`src/rtl/adder_share_pkg.sv`:
```
// Shared definitions for the adder-sharing controller.
//   state_e     : controller FSM states
//   *_DEF       : default parameter values for adder_share_ctrl
//   STAT_W      : width of the optional statistics counters
//   idw(n)      : index width for n requesters (at least 1 bit)
package adder_share_pkg;

    typedef enum logic [1:0] {
        IDLE = 2'd0,
        WAIT = 2'd1,
        RESP = 2'd2
    } state_e;

    localparam int NUM_REQ_DEF   = 4;
    localparam int DATA_W_DEF    = 8;
    localparam int ADDER_LAT_DEF = 1;
    localparam int STAT_W        = 16;

    function automatic int idw(input int n);
        if (n <= 1) begin
            return 1;
        end
        return $clog2(n);
    endfunction

endpackage

```
`src/rtl/adder_share_ctrl_rr_arbiter.sv`:
```
// Combinational round-robin arbiter.
// Grants the first asserted request strictly after ptr, searching upward
// with wrap-around. The pointer register is owned by the caller.
// Ports:
//   req  in  N        request vector
//   ptr  in  idw(N)   index of the last winner
//   en   in  1        grant enable; gnt is all-zero when low
//   gnt  out N        one-hot grant (or zero)
module rr_arbiter
    import adder_share_pkg::*;
#(
    parameter int N = 4
) (
    input  logic [N-1:0]       req,
    input  logic [idw(N)-1:0]  ptr,
    input  logic               en,
    output logic [N-1:0]       gnt
);

    int   idx;
    logic found;

    always_comb begin
        gnt   = '0;
        found = 1'b0;
        idx   = 0;
        // Offsets 1..N visit every requester once; offset N is ptr itself,
        // so the previous winner has the lowest priority.
        for (int i = 1; i <= N; i++) begin
            idx = int'(ptr) + i;
            if (idx >= N) begin
                idx = idx - N;
            end
            if (en && !found && req[idx]) begin
                gnt[idx] = 1'b1;
                found    = 1'b1;
            end
        end
    end

endmodule

```
`src/rtl/adder_share_ctrl.sv`:
```
// Shares one external adder among NUM_REQ requesters with round-robin
// arbitration and a single operation in flight.
// Ports:
//   clk, rst                 clock; asynchronous active-high reset
//   req_valid/req_ready      per-requester request handshake (req_ready one-hot)
//   req_x/req_y              packed operands, requester i at [i*DATA_W +: DATA_W]
//   add_x/add_y/add_vld      operands and live flag driven to the adder
//   add_z                    adder sum (DATA_W+1 bits)
//   rsp_valid/rsp_ready      response handshake
//   rsp_id/rsp_z             owner index and captured sum
//   dbg_state                current FSM state (state_e encoding)
// Optional feature (macro ADDER_SHARE_STATS_EN):
//   grant_cnt                per-requester accepted-handshake counters, 16 bits each
//   rsp_stall_cnt            cycles with rsp_valid & !rsp_ready
//
// Handshake rule: a transfer occurs on a posedge where valid and ready are
// both high; valid must not depend on ready, and response data is held
// stable while rsp_valid is high and rsp_ready is low.
module adder_share_ctrl
    import adder_share_pkg::*;
#(
    parameter int NUM_REQ   = NUM_REQ_DEF,
    parameter int DATA_W    = DATA_W_DEF,
    parameter int ADDER_LAT = ADDER_LAT_DEF
) (
    input  logic                        clk,
    input  logic                        rst,
    input  logic [NUM_REQ-1:0]          req_valid,
    output logic [NUM_REQ-1:0]          req_ready,
    input  logic [NUM_REQ*DATA_W-1:0]   req_x,
    input  logic [NUM_REQ*DATA_W-1:0]   req_y,
    output logic [DATA_W-1:0]           add_x,
    output logic [DATA_W-1:0]           add_y,
    output logic                        add_vld,
    input  logic [DATA_W:0]             add_z,
    output logic                        rsp_valid,
    input  logic                        rsp_ready,
    output logic [idw(NUM_REQ)-1:0]     rsp_id,
    output logic [DATA_W:0]             rsp_z,
`ifdef ADDER_SHARE_STATS_EN
    output logic [NUM_REQ*STAT_W-1:0]   grant_cnt,
    output logic [STAT_W-1:0]           rsp_stall_cnt,
`endif
    output logic [1:0]                  dbg_state
);

    localparam int ID_W  = idw(NUM_REQ);
    localparam int CNT_W = $clog2(ADDER_LAT + 2);

    state_e              state_q, state_d;
    logic [ID_W-1:0]     ptr_q, ptr_d;
    logic [ID_W-1:0]     id_q, id_d;
    logic [CNT_W-1:0]    cnt_q, cnt_d;
    logic [DATA_W-1:0]   add_x_q, add_x_d;
    logic [DATA_W-1:0]   add_y_q, add_y_d;
    logic                add_vld_q, add_vld_d;
    logic                rsp_valid_q, rsp_valid_d;
    logic [ID_W-1:0]     rsp_id_q, rsp_id_d;
    logic [DATA_W:0]     rsp_z_q, rsp_z_d;
`ifdef ADDER_SHARE_STATS_EN
    logic [NUM_REQ*STAT_W-1:0] grant_cnt_q, grant_cnt_d;
    logic [STAT_W-1:0]         stall_cnt_q, stall_cnt_d;
`endif

    logic [NUM_REQ-1:0]  gnt;
    logic                arb_en;
    logic                handshake;
    logic [ID_W-1:0]     win_id;

    assign arb_en = (state_q == IDLE);

    rr_arbiter #(.N(NUM_REQ)) u_arb (
        .req (req_valid),
        .ptr (ptr_q),
        .en  (arb_en),
        .gnt (gnt)
    );

    // gnt only ever selects a valid requester, so any grant is a handshake.
    assign handshake = |gnt;

    always_comb begin
        win_id = '0;
        for (int i = 0; i < NUM_REQ; i++) begin
            if (gnt[i]) begin
                win_id = ID_W'(i);
            end
        end
    end

    always_comb begin
        state_d     = state_q;
        ptr_d       = ptr_q;
        id_d        = id_q;
        cnt_d       = cnt_q;
        add_x_d     = add_x_q;
        add_y_d     = add_y_q;
        add_vld_d   = add_vld_q;
        rsp_valid_d = rsp_valid_q;
        rsp_id_d    = rsp_id_q;
        rsp_z_d     = rsp_z_q;
`ifdef ADDER_SHARE_STATS_EN
        grant_cnt_d = grant_cnt_q;
        stall_cnt_d = stall_cnt_q;
        if (handshake) begin
            grant_cnt_d[int'(win_id)*STAT_W +: STAT_W] =
                grant_cnt_q[int'(win_id)*STAT_W +: STAT_W] + STAT_W'(1);
        end
        if (rsp_valid_q && !rsp_ready) begin
            stall_cnt_d = stall_cnt_q + STAT_W'(1);
        end
`endif

        unique case (state_q)
            IDLE: begin
                if (handshake) begin
                    add_x_d   = req_x[int'(win_id)*DATA_W +: DATA_W];
                    add_y_d   = req_y[int'(win_id)*DATA_W +: DATA_W];
                    add_vld_d = 1'b1;
                    id_d      = win_id;
                    ptr_d     = win_id;
                    cnt_d     = CNT_W'(ADDER_LAT + 1);
                    state_d   = WAIT;
                end
            end
            WAIT: begin
                // The edge that would take the counter to zero is the one
                // where add_z is valid for the registered operands.
                if (cnt_q == CNT_W'(1)) begin
                    cnt_d       = '0;
                    rsp_z_d     = add_z;
                    rsp_id_d    = id_q;
                    rsp_valid_d = 1'b1;
                    add_vld_d   = 1'b0;
                    state_d     = RESP;
                end else begin
                    cnt_d = cnt_q - CNT_W'(1);
                end
            end
            RESP: begin
                if (rsp_ready) begin
                    rsp_valid_d = 1'b0;
                    state_d     = IDLE;
                end
            end
            default: begin
                state_d = IDLE;
            end
        endcase
    end

    always_ff @(posedge clk or posedge rst) begin
        if (rst) begin
            state_q     <= IDLE;
            ptr_q       <= ID_W'(NUM_REQ - 1);
            id_q        <= '0;
            cnt_q       <= '0;
            add_x_q     <= '0;
            add_y_q     <= '0;
            add_vld_q   <= 1'b0;
            rsp_valid_q <= 1'b0;
            rsp_id_q    <= '0;
            rsp_z_q     <= '0;
`ifdef ADDER_SHARE_STATS_EN
            grant_cnt_q <= '0;
            stall_cnt_q <= '0;
`endif
        end else begin
            state_q     <= state_d;
            ptr_q       <= ptr_d;
            id_q        <= id_d;
            cnt_q       <= cnt_d;
            add_x_q     <= add_x_d;
            add_y_q     <= add_y_d;
            add_vld_q   <= add_vld_d;
            rsp_valid_q <= rsp_valid_d;
            rsp_id_q    <= rsp_id_d;
            rsp_z_q     <= rsp_z_d;
`ifdef ADDER_SHARE_STATS_EN
            grant_cnt_q <= grant_cnt_d;
            stall_cnt_q <= stall_cnt_d;
`endif
        end
    end

    assign req_ready = gnt;
    assign add_x     = add_x_q;
    assign add_y     = add_y_q;
    assign add_vld   = add_vld_q;
    assign rsp_valid = rsp_valid_q;
    assign rsp_id    = rsp_id_q;
    assign rsp_z     = rsp_z_q;
    assign dbg_state = state_q;
`ifdef ADDER_SHARE_STATS_EN
    assign grant_cnt     = grant_cnt_q;
    assign rsp_stall_cnt = stall_cnt_q;
`endif

endmodule

```
`config.mk`:
```
export PLATFORM = sky130hd
export DESIGN_NAME = adder_share_ctrl
export DESIGN_NICKNAME = d
export VERILOG_FILES = /design/src/rtl/adder_share_pkg.sv /design/src/rtl/adder_share_ctrl_rr_arbiter.sv /design/src/rtl/adder_share_ctrl.sv
export SDC_FILE = /design/constraint.sdc
export NUM_CORES = 1
export LEC_CHECK = 0
export CORE_ASPECT_RATIO = 0.8
export CORE_MARGIN = 3
export CORE_UTILIZATION = 44
export DETAILED_ROUTE_END_ITERATION = 8
export PLACE_DENSITY = 0.95
export REMOVE_ABC_BUFFERS = 1
export SYNTH_ARGS = -nofsm -noshare
export SYNTH_HDL_FRONTEND = slang
export SYNTH_SLANG_ARGS = --single-unit
```
`constraint.sdc`:
```
create_clock -name clk -period 9.09 [get_ports clk]
set_input_delay 0.909 -clock clk [delete_from_list [all_inputs] [get_ports clk]]
set_output_delay 0.909 -clock clk [all_outputs]
set_load 0.005 [all_outputs]
```
======== After elaboration in Yosys (flattened, before gate mapping) ========
Cells that the tools add are included.
storage, ports and cells
  output and inout bits ................... 35
  logic and storage cells ................. 113
  bits in registers ....................... 37
  bits of input ports ..................... 80
cells by class
  add/subtract/negate cells ............... 9
  reduce and logical (&&, ||, !) cells .... 24
  shifts and indexed selects .............. 2
  equal/unequal tests ..................... 6
  muxes and demuxes ....................... 47
  order comparisons ....................... 12
  bitwise gates (word level) .............. 3
operators with widths
  operator                                                      number
  >= comparator 32 x 1 -> 1 bit (second input constant)         4
  >= comparator 32 x 4 -> 1 bit (second input constant)         4
  less-than comparator 32 x 4 -> 1 bit (second input constant)  4
  two-way mux 32 bit                                            4
  subtractor 32 x 4 -> 32 bit (second input constant)           4
  variable part select 32 x 6 -> 8 bit                          2
  two-way mux 1 bit                                             20
  two-way mux 4 bit                                             4
  two-way mux 2 bit                                             7
  bitwise OR 4 bit                                              3
  logical AND 1 bit                                             11
  AND reduction 3 bit                                           3
  binary-select mux 1 bit (select 2 bit)                        4
  demux 1 bit (select 2 bit)                                    4
  adder 2 x 2 -> 3 bit (second input constant)                  2
  inequality test 2 bit (second input constant)                 3
  case mux 2 bit (3 select lines)                               1
  AND reduction 2 bit                                           3
  adder 2 x 3 -> 4 bit (second input constant)                  1
  == test 2 x 1 -> 1 bit (second input constant)                2
  case mux 1 bit (2 select lines)                               2
  case mux 2 bit (2 select lines)                               1
  nonzero test 2 bit                                            2
  OR reduction 4 bit                                            1
  other kinds (5)                                               7

======== Depth between registers and ports, before layout ========
Gate-level depths: netlist (run 1).
  depth after elaboration ................. 24
  mapped depth ............................ 12
  depth with buffers taken out ............ 9

======== Modules after synthesis ========
From an unflattened synthesis (run 1), not the netlist that was laid out.
second synthesis, totals
  cells, all modules ...................... 197
  area total of the unflattened synthesis .. 2288.4 um^2
by module, submodules not included
  module            seq. area each (um^2)  area each (um^2)  cells an instance  instances
  adder_share_ctrl  928.4                  1891.8            160                1
  rr_arbiter        0.0                    396.6             37                 1

======== Least setup slack after synthesis (run 1) ========
No wires, ideal clock.
  path kind ............................... register to output
  start ................................... register ptr_q[0]
  end ..................................... output req_ready[2]
  slack ................................... 5.561 ns
  required time ........................... 8.181 ns
  arrival ................................. 2.620 ns
  stages on the path, launching flop included .. 10
  buffers on the path ..................... 3
  cells stage by stage .................... dfstp_2 buf_6 inv_1 ha_1 mux4_2 buf_6 and2_0 o21ai_0 nand2_1 buf_2
between the ends
  cells in the longest elaborated chain, start to end .. 20
  elaborated cells between the ends (all ways) .. 68
  those cells by class .................... 8 x add/sub; 12 x order compare; 31 x mux; 3 x bitwise; 14 x reduce/logical
ends and longest elaborated chain
  element                                                                               RTL line                           text
  start, declared                                                                       adder_share_ctrl.sv:51             logic [ID_W-1:0] ptr_q, ptr_d;
  start signal, assigned                                                                adder_share_ctrl.sv:155            ptr_q <= ID_W'(NUM_REQ - 1);
  start signal, assigned                                                                adder_share_ctrl.sv:170            ptr_q <= ptr_d;
  parallel branches: the longest is 19 deep, another holds subtractor 32 x 4 -> 32 bit  --
  two-way mux 4 bit *                                                                   adder_share_ctrl_rr_arbiter.sv:34  if (en && !found && req[idx]) begin
  end, declared                                                                         adder_share_ctrl.sv:29             output logic [NUM_REQ-1:0] req_ready,
Mark *: on every way between the ends. The select of a mux whose other input is x is not followed.

======== Worst setup path after layout (run 1) ========
  start ................................... register ptr_q[0]
  end ..................................... output req_ready[3]
The elaborated chain is that of the path after synthesis.

==> results of run 1 <==
==> power by group <==
part	switching, mW	internal, mW
combinational	0.369	0.387
clock	0.0616	0.0529
sequential	0.0582	0.260
==> metal layers <==
metal	global-route usage [%]	vias up	share of wire, %
met2	37.6	95	48
met4	4.33	0	0.78
met5	0	-	0
met3	6.29	7	9.2
li1	-	1046	-
met1	29.5	1054	42
==> logic make-up (layout without fill, tap and decap cells) <==
logic type | Yosys count | count (layout)
adders and majority gates | 9 | 9
AOI/OAI and AO/OA | 60 | 60
and+or+nand+nor | 55 | 55
DFF | 37 | 37
buffers and inverters | 44 | 154
muxes | 24 | 24
==> state kept, by name, summed over array words and instances (netlist names), 2 cells and up <==
signal     cells
dbg_state      2
add_y          8
cnt_q          2
id_q           2
rsp_z          9
rsp_id         2
ptr_q          2
add_x          8
==> stage by stage <==
step | area (µm²) | setup WS, ns | utilization [%]
6_report | 3530 | 4.19 | 73.4
5_1_grt | 3530 | 3.95 | 73.4
4_1_cts | 3530 | 4.20 | 73.4
3_5_place_dp | 3450 | 4.29 | 71.6
3_3_place_gp | 3450 | 4.41 | 71.6
2_1_floorplan | 2220 | 5.22 | -
==> worst max path at each step <==
stage                 startpoint           end
floorplan               ptr_q[0]  req_ready[1]
global placement    req_valid[0]  req_ready[3]
detailed placement  req_valid[0]  req_ready[3]
CTS                     ptr_q[0]  req_ready[3]
global route            ptr_q[0]  req_ready[3]
finish                  ptr_q[0]  req_ready[3]
==> cell type report <==
| type | instances | area share [%] |
|---|---|---|
| well taps | 60 | 2.12 |
| multi-input cells | 148 | 33.4 |
| clock buffers | 5 | 1.95 |
| repair buffers | 115 | 32.5 |
| inverters | 31 | 3.29 |
| flip-flops and latches | 37 | 26.3 |
| clock inverters | 3 | 0.496 |
==> cells in the final DEF, fill, tap and decap left out, types with 2 or more instances in the layout <==
cell type and instances:
sky130_fd_sc_hd__a21boi_2 2, sky130_fd_sc_hd__a21o_1 2, sky130_fd_sc_hd__a21oi_1 5, sky130_fd_sc_hd__a21oi_2 2
sky130_fd_sc_hd__a221oi_1 2, sky130_fd_sc_hd__a221oi_2 2, sky130_fd_sc_hd__a32oi_1 12, sky130_fd_sc_hd__and2_1 4
sky130_fd_sc_hd__clkbuf_8 5, sky130_fd_sc_hd__clkdlybuf4s50_1 114, sky130_fd_sc_hd__clkinv_2 2, sky130_fd_sc_hd__dfrtp_1 35
sky130_fd_sc_hd__dfstp_2 2, sky130_fd_sc_hd__ha_1 9, sky130_fd_sc_hd__inv_1 31, sky130_fd_sc_hd__mux2_2 15
sky130_fd_sc_hd__mux2i_1 5, sky130_fd_sc_hd__mux4_2 4, sky130_fd_sc_hd__nand2_1 23, sky130_fd_sc_hd__nand2b_1 2
sky130_fd_sc_hd__nand3_1 12, sky130_fd_sc_hd__nor2_1 2, sky130_fd_sc_hd__nor3b_1 4, sky130_fd_sc_hd__o21ai_0 13
sky130_fd_sc_hd__o21ai_1 2, sky130_fd_sc_hd__o221ai_1 13
==> critical path: cells and delay by family, from the launching register on <==
kind	cells	cell delay, ns
buf+inv	3	1.10
compound gates	2	0.80
flops	1	0.67
mux	1	0.64
fa+ha+maj	1	0.37
simple gates	1	0.12
==> reports/summary.txt, run 1 <==
Synth Register Bits: 37
Max Root-Sink Buffers: 2
Number of antenna violations at the first check in global routing: 0
Antenna Diode Count: 0
Sequential Area: 928 µm²
Highest achievable clock rate: 0.204 GHz
Critical setup path kind: reg -> out
Worst-path fanout max: 18
Dominant combinational cell family by area after synthesis: compound AO/OA/AOI/OAI gates
Total core area: 4820 µm²
Total wire length: 6840 µm
Synthesis Warnings: 0
Startpoint kind of the worst setup timing path: flip-flop
Synth Area in Compound Gates: 20.1%
Die height: 70.7 µm
Final critical path time including I/O delays and setup: 4.90 ns
Synth Area per Inst: 10.1 µm²
Mux share of post-synthesis cell area: 13.4%
Clock insertion delay at the later pin of the skew report: 0.29 ns
Cell area after technology mapping: 2300 µm²
Global-route wire length before repair: 11000 µm
Hold Worst Slack: 0.479 ns
Area occupied by multi-input gates: 1180 µm²
Final Wtd Congestion: 0.885
Unique cell type count in the Yosys netlist: 40
Post-Layout Cell Count: 399
Synth async-reset ratio: 100%
Count of buffers added by post-CTS timing repair for setup: 0
Sequential-to-total area share from yosys stat: 40.3%
Count of flip-flops with a built-in enable after synthesis: 0
Slowest stage cell on the critical path: sky130_fd_sc_hd__a22oi_2
Share of synthesized cell area in and, or, nand and nor gates: 12.5%
Most used DFF post-synth: sky130_fd_sc_hd__dfrtp_1
Placed Cells incl. Taps: 391
Most instantiated cells after synthesis: 35 x sky130_fd_sc_hd__dfrtp_1, 31 x sky130_fd_sc_hd__inv_1, 23 x sky130_fd_sc_hd__nand2_1
Worst Skew: 0.00452 ns
Run status: complete, no violations
Total CTS buffers: 5
Remaining max-slew budget at the tightest pin: 22.6%
Worst EP required: 8.18 ns
Worst r2r src: ptr_q[0]
Depth of the CTS H-tree: 2
Number of max-cap violations: 0
Number of standard cells after synthesis: 229
Synthesized-area fraction occupied by adder cells: 4.89%
Number of DRC violations after detailed-routing iteration 0: 147
Final count of pins violating max slew: 0
Maximum cell stage delay along the critical path: 0.69 ns
Critical Path, Cell by Cell: inv_1 > ha_1 > mux4_2 > nand2_1 > o21ai_0 > a22oi_2 > inv_1 > clkdlybuf4s50_1
Via/cell ratio: 5.52
Final worst-path cycle share: 53.9%
Via count of the first global-routing pass: 2195
Arrival time reported for the critical path endpoint: 3.99 ns
Count of port buffers added during placement: 114
Detailed placement HPWL: 5140 µm
Final routed wire length divided by cell count: 17.1 µm
Antenna-violating nets left: 0
Hold-fix buffer count after cts: 0
Count of instances resized after the clock tree is built: 0
Reg-to-reg endpoint: add_y[6]
Number of sinks on the clock net: 37
Total vias in the final route: 2202
Router iterations before antenna repair: 4
Floorplan die area: 6150 µm²
Row count: 22
Sum Neg Setup Slack: 0 ns
Most common cell in the synthesized netlist: sky130_fd_sc_hd__dfrtp_1
Largest cells by area after synthesis: sky130_fd_sc_hd__dfrtp_1 38%, sky130_fd_sc_hd__mux2_2 7.3%, sky130_fd_sc_hd__inv_1 5.0%
Leakage power: 1.51 nW
Number of endpoints failing setup at the final stage: 0
GRT overflow: 0
Fraction of synthesized cell area taken by the top area cell type: 38.0%
Hold Vio Cnt, Final: 0
Biggest area consumer among synthesized cells: sky130_fd_sc_hd__dfrtp_1
FF-to-FF setup slack: 5.39 ns
Ratio of total power to cell area: 337 nW/µm²
Post-layout nets: 427
Fraction of layout instances using a drive strength above 1: 12.4%
Worst Hold Path EP: id_q[0]
Largest net degree at the start of global routing: 38
Setup repair after global routing missed its margin: no
Die Wd: 86.9 µm
Remaining routing DRC violations: 0
TritonCTS clock tree: done
Xor and xnor fraction of the mapped netlist area: 0%
Most frequent CP cell: sky130_fd_sc_hd__inv_1
GRT Util Overall: 22.6%
Post-CTS clock slew at the launch and capture registers of the worst setup and hold paths: 0.07 ns
Total power after layout: 1.19 mW
Worst Reg2Reg Path Length in Cells: 8
Area added between synthesis and finish: 53.3%
Number of cells traversed by the worst hold path: 1
Top-level I/O count: 115
Worst IR Drop VDD: 0.206 mV
Root buffer selected by CTS: sky130_fd_sc_hd__clkbuf_8
Kind of capture point of the worst setup path: primary output
Filler cell count: 344
Min-Delay Startpoint: id_q[0]
Worst min path class: reg -> reg
Effective utilization at floorplan: 47.8%
Slew of the pin with the lowest slew margin: 1.16 ns
(Power assumes the default switching activity.)
==> run 2, diff against run 1 <==
Settings changed: CORE_UTILIZATION 44 to 41, PLACE_DENSITY 0.95 to 0.91.
Clock period 9.09 ns to 4.75 ns, I/O delays scaled along.
==> reports/summary.txt, run 2 (synthesized netlist as in run 1, its figures left out) <==
Run status: complete, no violations
Worst IR Drop VDD: 0.350 mV (+70%)
Post-CTS clock slew at the launch and capture registers of the worst setup and hold paths: 0.08 ns (about the same)
Router iterations before antenna repair: 4 (unchanged)
Post-Place Setup Slack: 1.07 ns (-3.22 ns)
Reg-to-reg endpoint: dbg_state[0]
Final Wtd Congestion: 0.928 (+4.9%)
Final worst-path cycle share: 84.4%
Total CTS buffers: 5 (unchanged)
Kind of capture point of the worst setup path: primary output
Worst Skew: 0.00568 ns (+0.00116 ns)
Number of cells traversed by the worst hold path: 1 (unchanged)
Number of flip-flops in the largest register: 9 (unchanged)
Floorplan die area: 6560 µm² (+6.7%)
FF-to-FF setup slack: 1.29 ns (-4.10 ns)
Placed Cells incl. Taps: 409 (+4.6%)
Slowest stage cell on the critical path: sky130_fd_sc_hd__dfstp_2
Detailed placement HPWL: 5260 µm (+2.4%)
Slack of the critical path: 0.743 ns (-3.44 ns)
Antenna-violating nets left: 0 (unchanged)
Setup repair after global routing missed its margin: no
Highest achievable clock rate: 0.250 GHz
Cell family contributing the most delay on the critical path: buffers and inverters
Via count of the first global-routing pass: 2293 (+4.5%)
Count of port buffers added during placement: 114 (unchanged)
Worst EP required: 4.28 ns (-3.90 ns)
Number of endpoints failing setup at the final stage: 0 (unchanged)
Hold-fix buffer count after cts: 0 (unchanged)
Slew of the pin with the lowest slew margin: 0.786 ns (-0.376 ns)
Most common cell after layout, fill and taps aside: sky130_fd_sc_hd__clkdlybuf4s50_1
Row count: 23 (+4.5%)
Clock insertion delay at the later pin of the skew report: 0.29 ns (about the same)
TritonCTS clock tree: done
Depth of the CTS H-tree: 2 (unchanged)
Count of instances resized after the clock tree is built: 0 (unchanged)
Root buffer selected by CTS: sky130_fd_sc_hd__clkbuf_8
Number of max-cap violations: 0 (unchanged)
Worst Hold Path EP: id_q[0]
Leakage power: 1.52 nW (+0.49%)
Number of antenna violations at the first check in global routing: 0 (unchanged)
GRT Util Overall: 20.9% (-1.7 points)
Combined buffer and inverter count along the critical path: 3 (unchanged)
Global-route wire length before repair: 11000 µm (+0.13%)
Startpoint kind of the worst setup timing path: flip-flop
Effective utilization at floorplan: 44.2% (-3.6 points)
Area added between synthesis and finish: 55.2%
Worst r2r src: ptr_q[0]
Total wire length: 6930 µm (+1.4%)
Count of buffers added by post-CTS timing repair for setup: 0 (unchanged)
Post-Layout Cell Count: 417 (+4.5%)
Number of DRC violations after detailed-routing iteration 0: 102 (-31%)
Arrival time reported for the critical path endpoint: 3.53 ns (-0.46 ns)
Critical setup path kind: reg -> out
Highest-count cells in the layout ignoring fill and taps: 114 x sky130_fd_sc_hd__clkdlybuf4s50_1, 35 x sky130_fd_sc_hd__dfrtp_1, 31 x sky130_fd_sc_hd__inv_1
Worst min path class: reg -> reg
GRT overflow: 0 (unchanged)
Critical Path, Cell by Cell: inv_1 > ha_1 > mux4_2 > and2_0 > o21ai_0 > nand2_1 > buf_4 > clkdlybuf4s50_1
Die Wd: 89.8 µm (+3.3%)
Total vias in the final route: 2232 (+1.4%)
Remaining routing DRC violations: 0 (unchanged)
Worst-path fanout max: 14 (-4)
Final critical path time including I/O delays and setup: 4.01 ns
Top-level I/O count: 115 (unchanged)
Worst Reg2Reg Path Length in Cells: 8 (unchanged)
Total core area: 5210 µm² (+8.1%)
Max Root-Sink Buffers: 2 (unchanged)
Post-layout nets: 430 (+0.70%)
Final count of pins violating max slew: 0 (unchanged)
Sum Neg Setup Slack: 0 ns (unchanged)
Hold Vio Cnt, Final: 0 (unchanged)
Antenna Diode Count: 0 (unchanged)
Die height: 73.1 µm (+3.3%)
Remaining max-slew budget at the tightest pin: 47.3% (+25 points)
Ratio of total power to cell area: 645 nW/µm² (+92%)
Via/cell ratio: 5.35 (-3.0%)
Final routed wire length divided by cell count: 16.6 µm (-3.0%)
Maximum cell stage delay along the critical path: 0.67 ns (-0.02 ns)
Fraction of layout instances using a drive strength above 1: 12.9% (+0.48 points)
Number of sinks on the clock net: 37 (unchanged)
Min-Delay Startpoint: id_q[0]
Largest net degree at the start of global routing: 38 (unchanged)
run 2: cell types whose count changed in the layout (fill, tap and decap cells not counted), sizes merged:
cell,change
clkinv,-2
buf,+3
clkbuf,+1
clkinvlp,+1
run 2: worst max-delay path by stage:
stage               cells past startpoint     start  slack (ns)            to
floorplan                               8  ptr_q[0]        1.21      add_y[1]
global placement                        7  ptr_q[0]        1.18  req_ready[3]
detailed placement                      8  ptr_q[0]        1.07  req_ready[2]
CTS                                     8  ptr_q[0]        0.75  req_ready[2]
global route                            8  ptr_q[0]        0.54  req_ready[2]
finish                                  8  ptr_q[0]        0.74  req_ready[2]
run 2: power breakdown:
group | internal, mW | switching [mW] | total [mW] | leakage [nW]
logic | 0.755 | 0.724 | 1.48 | 1.06
clock network | 0.103 | 0.117 | 0.220 | 0.0374
registers | 0.497 | 0.110 | 0.607 | 0.423
total | 1.36 | 0.951 | 2.31 | 1.52
run 2: metal layers:
layer | GRT usage [%] | vias up | wire, µm | share of wire (%)
met3 | 6.29 | 16 | 493 | 7.1
met4 | 7.14 | 0 | 171 | 2.5
met1 | 25.0 | 1071 | 2900 | 42
met5 | 0 | - | 0 | 0
li1 | - | 1051 | - | -
met2 | 36.4 | 94 | 3360 | 49
run 2: stage by stage:
stage | util, % | power (mW) | hold slack (ns) | instance area, µm²
after floorplan | - | 1.46 | 0.446 | 2220
after global placement | 67.0 | 2.03 | 0.459 | 3490
after detailed placement | 67.0 | 2.09 | 0.489 | 3490
after CTS | 68.7 | 2.32 | 0.511 | 3580
after global routing | 68.7 | 2.49 | 0.529 | 3580
final | 68.7 | 2.31 | 0.505 | 3580
run 2: area by class of cell:
cell class	instances	area, µm²
Clock buffer	6	72.6
Clock inverter	2	15.0
Fill cell	406	1630
Inverter	31	116
Multi-Input combinational cell	148	1180
Sequential cell	37	928
Tap cell	75	93.8
Timing Repair Buffer	118	1170
==> run 3, diff against run 2 <==
Clock period 4.75 ns to 4 ns, I/O delays scaled along.
==> reports/summary.txt, run 3 (synthesized netlist as in run 1, its figures left out) <==
Placed Area: 3500 µm² (+0.43%)
Total core area: 5210 µm² (unchanged)
Number of DRC violations after detailed-routing iteration 0: 124 (+22%)
GRT Util Overall: 20.4% (-0.44 points)
Worst Skew: 0.00385 ns (-0.00183 ns)
Post-CTS clock slew at the launch and capture registers of the worst setup and hold paths: 0.08 ns (about the same)
Area added between synthesis and finish: 56.2%
Finished Cell Area: 3600 µm² (+0.70%)
Via count of the first global-routing pass: 2196 (-4.2%)
Final critical path time including I/O delays and setup: 3.79 ns
Die height: 73.1 µm (unchanged)
Fraction of layout instances using a drive strength above 1: 13.9% (+1.0 points)
Total CTS buffers: 5 (unchanged)
Number of max-cap violations: 0 (unchanged)
Root buffer selected by CTS: sky130_fd_sc_hd__clkbuf_8
Number of sinks on the clock net: 37 (unchanged)
Router iterations before antenna repair: 5 (+1)
Via/cell ratio: 5.28 (-1.3%)
Row count: 23 (unchanged)
Highest-count cells in the layout ignoring fill and taps: 114 x sky130_fd_sc_hd__clkdlybuf4s50_1, 35 x sky130_fd_sc_hd__dfrtp_1, 31 x sky130_fd_sc_hd__inv_1
Antenna Diode Count: 0 (unchanged)
Final count of pins violating max slew: 0 (unchanged)
Kind of capture point of the worst setup path: primary output
Antenna-violating nets left: 0 (unchanged)
Worst IR Drop VDD: 0.469 mV (+34%)
TritonCTS clock tree: done
Final Wtd Congestion: 0.939 (+1.2%)
Most common cell after layout, fill and taps aside: sky130_fd_sc_hd__clkdlybuf4s50_1
Die Wd: 89.8 µm (unchanged)
Sum Neg Setup Slack: 0 ns (unchanged)
Count of instances resized after the clock tree is built: 0 (unchanged)
Startpoint kind of the worst setup timing path: flip-flop
Clock insertion delay at the later pin of the skew report: 0.29 ns (about the same)
Global-route wire length before repair: 10800 µm (-1.7%)
Max Root-Sink Buffers: 2 (unchanged)
Post-layout nets: 433 (+0.70%)
Leakage power: 1.54 nW (+1.4%)
GRT overflow: 0 (unchanged)
Highest achievable clock rate: 0.264 GHz
Ratio of total power to cell area: 763 nW/µm² (+18%)
Critical setup path kind: reg -> out
Slew of the pin with the lowest slew margin: 0.768 ns (-0.0177 ns)
Final worst-path cycle share: 94.9%
Hold Vio Cnt, Final: 0 (unchanged)
Arrival time reported for the critical path endpoint: 3.39 ns (-0.14 ns)
Number of flip-flops in the largest register: 9 (unchanged)
Final routed wire length divided by cell count: 16.3 µm (-1.8%)
Run status: complete, no violations
Total wire length: 6850 µm (-1.1%)
Effective utilization at floorplan: 44.2% (unchanged)
Worst-path fanout max: 11 (-3)
Setup repair after global routing missed its margin: no
Count of port buffers added during placement: 114 (unchanged)
Depth of the CTS H-tree: 2 (unchanged)
Worst min path class: reg -> reg
Number of antenna violations at the first check in global routing: 0 (unchanged)
Total vias in the final route: 2218 (-0.63%)
Remaining routing DRC violations: 0 (unchanged)
Remaining max-slew budget at the tightest pin: 48.5% (+1.2 points)
Largest net degree at the start of global routing: 38 (unchanged)
Detailed placement HPWL: 5200 µm (-1.3%)
Floorplan die area: 6560 µm² (unchanged)
Worst EP required: 3.60 ns (-0.68 ns)
Top-level I/O count: 115 (unchanged)
Number of endpoints failing setup at the final stage: 0 (unchanged)
## run 3: critical path: stages, from the launching register on
cell                              delay [ns]
sky130_fd_sc_hd__dfstp_2                0.67
sky130_fd_sc_hd__inv_1                  0.14
sky130_fd_sc_hd__ha_1                   0.35
sky130_fd_sc_hd__mux4_2                 0.64
sky130_fd_sc_hd__nor3_4                 0.32
sky130_fd_sc_hd__o21ai_1                0.14
sky130_fd_sc_hd__and2_1                 0.24
sky130_fd_sc_hd__inv_1                  0.10
sky130_fd_sc_hd__clkdlybuf4s50_1        0.50
## run 3: report_power, final
| group | internal (mW) | switching [mW] | leakage (nW) |
|---|---|---|---|
| combinational | 0.910 | 0.850 | 1.08 |
| sequential | 0.590 | 0.133 | 0.423 |
| clock | 0.124 | 0.141 | 0.0445 |
| total | 1.62 | 1.12 | 1.54 |
## run 3: cell type report
cell class / count / area [µm²]
Fill cell: 394 / 1610
Timing Repair Buffer: 121 / 1190
Multi-Input combinational cell: 148 / 1180
Sequential cell: 37 / 928
Inverter: 31 / 116
Tap cell: 75 / 93.8
Clock buffer: 5 / 68.8
Clock inverter: 3 / 21.3
## run 3: final timing paths
kind | from | to | slack [ns] | cells past startpoint
worst max-delay path | ptr_q[0] | req_ready[0] | 0.21 | 8
worst min-delay path | id_q[0] | id_q[0] | 0.50 | 1
worst min register to register | id_q[0] | id_q[0] | 0.50 | 1
min in group asynchronous | rst | rsp_z[1] | 0.51 | 3
max in group asynchronous | rst | ptr_q[0] | 3.14 | 3
worst max register to register | ptr_q[0] | dbg_state[0] | 0.56 | 8
## run 3: layer usage
metal	track usage, %	up-vias	part of all wire, %
li1	-	1063	-
met1	25.4	1057	42
met2	34.5	94	49
met3	7.84	4	8.3
met4	4.08	0	0.63
met5	0	-	0
## run 3: timing repair
action	4_1_cts	5_1_grt
hold buffers	0	0
buffers inserted	0	1
hold endpoints to repair	0	0
endpoints found under the setup margin	0	1
## run 3: metrics by stage
step | setup slack (ns) | util, % | cells | hold WS [ns] | power (mW)
detailed placement | 0.532 | 67.3 | 411 | 0.473 | 2.49
floorplan | 0.458 | - | 216 | 0.446 | 1.73
CTS | 0.204 | 69.0 | 419 | 0.498 | 2.76
global route | 0.0140 | 69.1 | 420 | 0.519 | 2.96
global placement | 0.647 | 67.3 | 411 | 0.462 | 2.44
finish | 0.205 | 69.1 | 420 | 0.499 | 2.75
